===== src/rtl/interval_timer.sv =====
// Programmable interval timer with toggle, periodic and one-shot modes.
// A down-counter reloads with the period latched at start; each expiry emits a one-cycle tick.
module interval_timer #(
    parameter int unsigned CLK_HZ     = 50_000_000,
    parameter int unsigned WIDTH      = 26,
    parameter int unsigned DEF_PERIOD = CLK_HZ
) (
    input  logic             clock,
    input  logic             reset_n,
    input  logic             start_i,
    input  logic             stop_i,
    input  logic             pause_i,
    input  logic [1:0]       mode_i,
    input  logic [WIDTH-1:0] period_i,
    output logic             tick_o,
    output logic             finish_o,
    output logic             counting_o,
    output logic             busy_o,
    output logic [WIDTH-1:0] count_o
);

    typedef enum logic [1:0] {
        ST_IDLE,
        ST_RUN,
        ST_PAUSED
    } state_t;

    typedef enum logic [1:0] {
        MODE_TOGGLE,
        MODE_PERIODIC,
        MODE_ONESHOT,
        MODE_RSVD
    } mode_t;

    localparam logic [WIDTH-1:0] DEF_P = WIDTH'(DEF_PERIOD);
    localparam logic [WIDTH-1:0] ONE   = WIDTH'(1);

    // Catch parameter sets the datapath cannot represent.
    if (WIDTH < 2 || WIDTH > 32) begin : g_bad_width
        $error("interval_timer: WIDTH must be in 2..32");
    end
    if (DEF_PERIOD == 0 || (WIDTH < 32 && DEF_PERIOD >= (32'd1 << WIDTH))) begin : g_bad_def
        $error("interval_timer: DEF_PERIOD must be nonzero and fit in WIDTH bits");
    end

    state_t           state;
    mode_t            mode_q;
    logic [WIDTH-1:0] period_q;
    logic [WIDTH-1:0] period_eff_c;

    assign period_eff_c = (period_i == '0) ? DEF_P : period_i;

    always_ff @(posedge clock or negedge reset_n) begin
        if (!reset_n) begin
            state      <= ST_IDLE;
            mode_q     <= MODE_TOGGLE;
            period_q   <= DEF_P;
            count_o    <= '0;
            tick_o     <= 1'b0;
            finish_o   <= 1'b0;
            counting_o <= 1'b0;
            busy_o     <= 1'b0;
        end else begin
            tick_o <= 1'b0;
            if (stop_i) begin
                state      <= ST_IDLE;
                count_o    <= '0;
                counting_o <= 1'b0;
                busy_o     <= 1'b0;
            end else if (start_i) begin
                state      <= ST_RUN;
                mode_q     <= mode_t'(mode_i);
                period_q   <= period_eff_c;
                count_o    <= period_eff_c - ONE;
                finish_o   <= 1'b0;
                counting_o <= 1'b1;
                busy_o     <= 1'b1;
            end else begin
                case (state)
                    ST_RUN, ST_PAUSED: begin
                        if (pause_i) begin
                            if (state == ST_RUN) begin
                                state <= ST_PAUSED;
                                if (mode_q != MODE_TOGGLE) begin
                                    counting_o <= 1'b0;
                                end
                            end
                        end else begin
                            // Resuming from PAUSED counts on the same edge, so no cycle is lost.
                            state <= ST_RUN;
                            if (mode_q != MODE_TOGGLE) begin
                                counting_o <= 1'b1;
                            end
                            if (count_o != '0) begin
                                count_o <= count_o - ONE;
                            end else begin
                                tick_o <= 1'b1;
                                case (mode_q)
                                    MODE_TOGGLE: begin
                                        count_o    <= period_q - ONE;
                                        finish_o   <= ~finish_o;
                                        counting_o <= ~counting_o;
                                    end
                                    MODE_ONESHOT: begin
                                        state      <= ST_IDLE;
                                        finish_o   <= 1'b1;
                                        counting_o <= 1'b0;
                                        busy_o     <= 1'b0;
                                    end
                                    default: begin
                                        count_o    <= period_q - ONE;
                                        finish_o   <= 1'b1;
                                        counting_o <= 1'b1;
                                    end
                                endcase
                            end
                        end
                    end
                    default: begin
                        state <= ST_IDLE;
                    end
                endcase
            end
        end
    end

endmodule


===== config.mk =====
export PLATFORM = sky130hd
export DESIGN_NAME = interval_timer
export DESIGN_NICKNAME = d
export VERILOG_FILES = /design/src/rtl/interval_timer.sv
export SDC_FILE = /design/constraint.sdc
export NUM_CORES = 1
export LEC_CHECK = 0
export ABC_CLOCK_PERIOD_IN_PS = 4500
export CAP_MARGIN = 20
export CORE_AREA = 10 10 89 110
export DETAILED_ROUTE_END_ITERATION = 12
export DIE_AREA = 0 0 99 120
export PLACE_DENSITY = 0.84
export REMOVE_ABC_BUFFERS = 1
export SLEW_MARGIN = 5
export SYNTH_ARGS = -nofsm -noshare
export SYNTH_HDL_FRONTEND = slang
export SYNTH_SLANG_ARGS = --single-unit
export TNS_END_PERCENT = 5

===== constraint.sdc =====
create_clock -name clock -period 4.5 [get_ports clock]
set_input_delay 0.9 -clock clock [delete_from_list [all_inputs] [get_ports clock]]
set_output_delay 0.9 -clock clock [all_outputs]
set_load 0.02 [all_outputs]

==> impl_results.md, run 1 <==
- Status: finished, final reports clean
- Tcrit/Tclk final: 82.8%
- CTS Hold Bufs: 0
- Met1 WL: 4.43 mm
- Max-Cap Viols: 0
- CP Class: primary input to flip-flop
- First-pass GRT wire length: 18.9 mm
- Post-synth EDFFs: 0
- Synth Instances: 416
- Yosys reg bits: 60
- Die Span Y: 120 µm
- Largest family of logic cells by synthesized area: compound AO/OA/AOI/OAI gates
- Avg Cell Area, Syn: 8.91 µm²
- Routed len/inst: 20.4 µm
- Largest net degree at the start of global routing: 61
- Die width: 99 µm
- Clk root buf: clkbuf_8
- DR iter-0 viols: 422
- Synth Area in Simple Gates: 21.9%
- Core Area: 7700 µm²
- Clock sinks: 60
- Vias in the first global route: 3865
- Cell Pwr Density: 346 nW/µm²
- Remaining DRCs: 0
- Htree depth: 3
- Final Wtd Congestion: 0.932
- Tmin final: 3.72 ns
- Final net count: 505
- HPWL after DPL: 8.14 mm
- Leak Pwr: 1.79 nW
- Routed wire length: 11.7 mm
- Critical-path top delay cell: clkdlybuf4s50_1
- WP data arrival: 3.95 ns
- Synth Area in XOR/XNOR: 2.36%
- Max Clk Rate: 0.269 GHz
- Crit-path cells: clkdlybuf4s50_1 > nor4_1 > nand4_1 > or2_2 > a32o_1 > nand4_1 > nor3_1 > a221o_1
- Hold Path Class: flip-flop to flip-flop
- Row count: 36
- Postcts setup bufs: 0
- Routed wl met3: 1.13 mm
- Worst-path fanout max: 16
- Synth Warn #: 0
- Slew Limit Headroom: 48.9%
- Share of layout cells above drive strength 1: 13.3%
- Clk_skew: 0.00946 ns
- Critical Path RT: 4.73 ns
- Initial core utilization: 48.1%
- Startpoint types: primary input
- Synth Flop Type: dfrtp_1
- Met2 wire len: 5.59 mm
- Vias/cell: 6.64
- Area grow syn2layout: 24.4%
- Design area: 4610 µm²
- Synth Area in Compound Gates: 24.4%
- Post-cts resize count: 0
- Peak VDD IR: 0.187 mV
- CP dominant cell by count: nand4_1
- Total GRT Usage: 19.2%
- Die area: 11900 µm²
- CTS tree: built
- Crit-path max cell delay: 0.49 ns
- Antenna violations before repair: 0
- IO Port Bufs: 62
- Reg clk slew, reported paths: 0.07 ns
- Least-Margin Pin Slew: 0.766 ns
- Sequential area share after synthesis: 40.9%
- CTS Buffer Depth: 2
- Adder-cell share of the synthesized area: 0.675%
- Critical Path End Type: flip-flop
- Num CTS Buffers: 9
- Vias: 3786
- Fin Hold WS: 0.503 ns
- TNS Setup: 0 ns
- Top sig layer: met4
- Max-slew violations: 0
- Clock latency on the worst-skew pair: 0.35 ns
- Netlist cell types: 58
- Async set-reset flop share out of synthesis: 100%
- Detailed Routing Iterations Pass 1: 7
- Ant. Diodes: 0
- RSZ-0062 raised after global routing: no
- Mux cell area share after synthesis: 5.13%
- Setup violations, final: 0
- Routed Antenna Nets: 0
- Post-Syn Area: 3710 µm²
- Global route overflow: 0
- Final hold vios: 0
- I/O pins: 63
- Dpl cell area: 4390 µm²
per-stage QoR:
step / power, mW / utilization (%) / cells / worst slack, ns
after global routing: 1.66 / 59.9 / 570 / 0.621
after detailed placement: 1.06 / 57.0 / 554 / 0.465
after CTS: 1.60 / 59.9 / 570 / 0.829
after floorplan: 0.877 / - / 386 / 1.15
final: 1.59 / 59.9 / 570 / 0.776
after global placement: 1.05 / 57.0 / 554 / 0.569
placed cells by master (no fill, tap or decap), types with 7 or more instances in the layout:
master and instances:
mux2_2 16, nor2_1 51, a311oi_1 9, a21oi_1 22
nand4_1 8, a311o_1 11, nor4_1 16, clkbuf_8 13
a31oi_1 7, and2_1 7, nand3_1 17, buf_4 10
dfstp_2 12, clkdlybuf4s50_1 60, nand2_1 31, nor3_1 7
o21ai_0 26, dfrtp_1 48
path summary, 6_finish.rpt:
check	depth (start not counted)	slack, ns	startpoint	endpoint
worst max-delay path	8	0.78	period_i[14]	count_o[20]
worst max register to register	11	1.07	count_o[11]	count_o[20]
worst min-delay path	1	0.50	state[1]	state[1]
min in group asynchronous	2	0.70	reset_n	period_q[3]
worst min register to register	1	0.50	state[1]	state[1]
max in group asynchronous	2	3.28	reset_n	count_o[16]
cell usage after synthesis, types with 7 or more instances:
cell type | instances | area (µm²)
nor2_1 | 52 | 195
dfrtp_1 | 48 | 1200
nand2_1 | 31 | 116
o21ai_0 | 26 | 130
a21oi_1 | 22 | 110
nand3_1 | 17 | 85.1
clkbuf_1 | 16 | 60.1
mux2_2 | 16 | 180
nor4_1 | 16 | 100
dfstp_2 | 12 | 315
a311o_1 | 11 | 110
a311oi_1 | 9 | 78.8
nand4_1 | 8 | 50.1
nor3_1 | 8 | 40.0
a31oi_1 | 7 | 43.8
and2_1 | 7 | 43.8
report_power, final:
part / leakage (nW) / internal (mW) / switching [mW]
sequential: 0.736 / 0.610 / 0.0602
clock: 0.112 / 0.315 / 0.218
combinational: 0.946 / 0.173 / 0.216
registers in the layout, summed over array words and instances (netlist names):
signal / count
busy_o: 1
count_o: 26
counting_o: 1
finish_o: 1
mode_q: 2
period_q: 26
state: 2
tick_o: 1
layer usage:
layer  GRT usage (%)  vias up
met2            31.2      235
met1            21.8     1807
met5               0        -
met4            12.1        0
met3            4.82       54
li1                -     1690
critical path: cells and delay by family:
family	cells	cell delay, ns
buffers and inverters	1	0.49
AOI/OAI and AO/OA	2	0.66
and+or+nand+nor	5	1.91
logic make-up after synthesis:
logic type | Yosys count
AND/OR/NAND/NOR | 165
AO/OA/AOI/OAI | 126
flip-flops | 60
buffers and inverters | 36
multiplexers | 17
XOR/XNOR | 10
adder cells (fa/ha/maj) | 2
area by class of cell:
type	count	area, µm²
clock buffer	13	179
clock inverter	3	42.5
fill	624	3090
inverter	6	22.5
multi-input combinational	320	2030
sequential	60	1520
tap	95	119
timing repair buffer	73	706
Note: power is estimated with default switching activity, not from simulation.
==> inputs of run 2 (changes only) <==
ABC_CLOCK_PERIOD_IN_PS = 3100   (was 4500)
CORE_AREA = 10 10 90 112   (was 10 10 89 110)
DIE_AREA = 0 0 100 122   (was 0 0 99 120)
PLACE_DENSITY = 0.85   (was 0.84)
clock period = 3.1 ns   (was 4.5 ns; I/O delays follow)
==> run 2 against run 1 <==
Critical path depth grew 4. Final cell count increased by 8.6%. Die area up 2.7%. Register-to-register slack lost 0.93 ns. Count of clock-buffer cells in the layout increased by 1. Clock skew shrank 0.0022 ns. Largest cell class unchanged. Non-clock buffer count grew 47. Flip-flop and latch count unchanged. Global-route usage is 0.52 points higher. Setup slack worse by 0.64 ns.
==> impl_results.md, run 2 (synthesis results as in run 1) <==
- Status: finished, final reports clean
- Tcrit/Tclk final: 95.6%
- Die width: 100 µm
- Sequential share of power: 43.7%
- Worst-path fanout max: 11
- Ant. Diodes: 0
- Vias/cell: 6.45
- Worst Reg-to-Reg Cells: 12
- Row count: 37
- Filler Cell Count: 670
- Die area: 12200 µm²
- Peak VDD IR: 0.256 mV
- Place WS: -0.173 ns
- CTS tree: built
- Flop2flop setup slack: 0.14 ns
- Htree depth: 3
- Die Span Y: 122 µm
- RR Startpoint: count_o[11]
- Global route overflow: 0
- Critical Path End Type: flip-flop
- Antenna violations before repair: 0
- Cell Pwr Density: 453 nW/µm²
- CP Class: flip-flop to flip-flop
- Routed wire length: 12.1 mm
- Hold Path Class: primary input to async pin
- Switching share of power: 32.4%
- Max-Cap Viols: 0
- Routed len/inst: 19.5 µm
- Clk_skew: 0.00722 ns
- Core Area: 8010 µm²
- Max Clk Rate: 0.337 GHz
- I/O pins: 63
- Vias in the first global route: 4050
- WP data arrival: 3.20 ns
- Least-Margin Pin Slew: 0.648 ns
- DR iter-0 viols: 436
- Setup violations, final: 0
- Tmin final: 2.96 ns
- Fin Hold WS: 0.298 ns
- Setup ws final: 0.137 ns
- Logic pwr share: 27.4%
- Remaining DRCs: 0
- Slew Limit Headroom: 56.8%
- Area grow syn2layout: 32.7%
- Leak Pwr: 2.00 nW
- Design area: 4920 µm²
- Share of layout cells above drive strength 1: 20.7%
- HPWL after DPL: 8.84 mm
- Final hold vios: 0
- Total GRT Usage: 19.7%
- Final Wtd Congestion: 0.988
- Startpoint types: flip-flop
- Reg clk slew, reported paths: 0.07 ns
- Clock power frac: 28.9%
- Reg2reg end: count_o[22]
- Critical Path RT: 3.34 ns
- Largest regs: count_o (26), period_q (26)
- Commonest non-fill, non-tap cell in the layout: clkdlybuf4s50_1
- Detailed Routing Iterations Pass 1: 6
- CP Launch Point: count_o[11]
- Clk root buf: clkbuf_8
- Largest net degree at the start of global routing: 39
- RSZ-0062 raised after global routing: no
- Initial core utilization: 46.3%
- Routed Antenna Nets: 0
- First-pass GRT wire length: 19.5 mm
- Num CTS Buffers: 9
- Final net count: 552
- Clock sinks: 60
- Max-slew violations: 0
- Vias: 3991
- P_sw: 0.722 mW
- CTS Hold Bufs: 0
- Commonest non-fill, non-tap cells in the layout: clkdlybuf4s50_1, buf_4, nor2_1
- Dpl cell area: 4740 µm²
- CTS Buffer Depth: 2
- IO Port Bufs: 62
- Pint: 1.51 mW
- Clock latency on the worst-skew pair: 0.35 ns
==> run 2: cell count changes in the layout (fill, tap and decap cells not counted), sizes merged <==
cell,previous run,this run
buf,13,60
bufinv,1,0
clkbuf,13,14
clkinv,1,2
clkinvlp,1,0
==> run 2: stage by stage <==
step	std cells	util (%)	power, mW	TNS, ns
after global placement	603	59.2	1.56	-0.748
final	619	61.4	2.23	0
after global routing	619	61.4	2.34	0
after detailed placement	603	59.2	1.58	-0.885
after CTS	619	61.4	2.22	0
after floorplan	386	-	1.27	-3.24
==> run 2: power groups by stage <==
stage	registers, mW	logic (mW)	clock network, mW
final	0.973	0.610	0.644
after global routing	0.982	0.660	0.695
after CTS	0.969	0.605	0.650
after detailed placement	0.983	0.602	0
after global placement	0.978	0.586	0
after floorplan	1.00	0.272	0
==> run 2: timing repair <==
item / 4_1_cts / 5_1_grt
setup endpoints to repair: 0 / 4
setup buffers: 0 / 0
endpoints found under the hold margin: 0 / 0
resized for setup: 0 / 1
==> run 2: critical path, stage by stage (launching register included) <==
cell and delay, ns:
dfrtp_1 0.44, nor4_1 0.10, and3_1 0.18, buf_4 0.18, and2_1 0.19, a21oi_1 0.16
nor2_1 0.06, a21oi_1 0.20, ha_1 0.32, o211a_1 0.22, nand2_2 0.15, or3_1 0.34
a221o_1 0.29
==> run 2: how the worst max path moves through the flow <==
stage	slack, ns	endpoint
2_1_floorplan	-0.25	count_o[24]
3_3_place_gp	-0.16	count_o[20]
3_5_place_dp	-0.17	count_o[20]
4_1_cts	0.12	count_o[22]
5_1_grt	0.003	count_o[22]
6_report	0.14	count_o[22]
==> run 2: layout make-up <==
cell class / instances / area [µm²] / area share (%)
multi-input combinational: 320 / 2030 / 41.2
inverter: 6 / 22.5 / 0.458
clock inverter: 2 / 10.0 / 0.203
tap: 97 / 121 / 2.47
timing repair buffer: 120 / 1060 / 21.5
sequential: 60 / 1520 / 30.8
clock buffer: 14 / 163 / 3.31
==> run 2: layer usage <==
layer | GRT usage [%] | share of wire [%] | vias up
met1 | 22.0 | 37 | 1914
met3 | 5.38 | 9.6 | 43
met4 | 11.2 | 3.7 | 0
met2 | 33.0 | 50 | 260
met5 | 0 | 0 | -
li1 | - | - | 1774
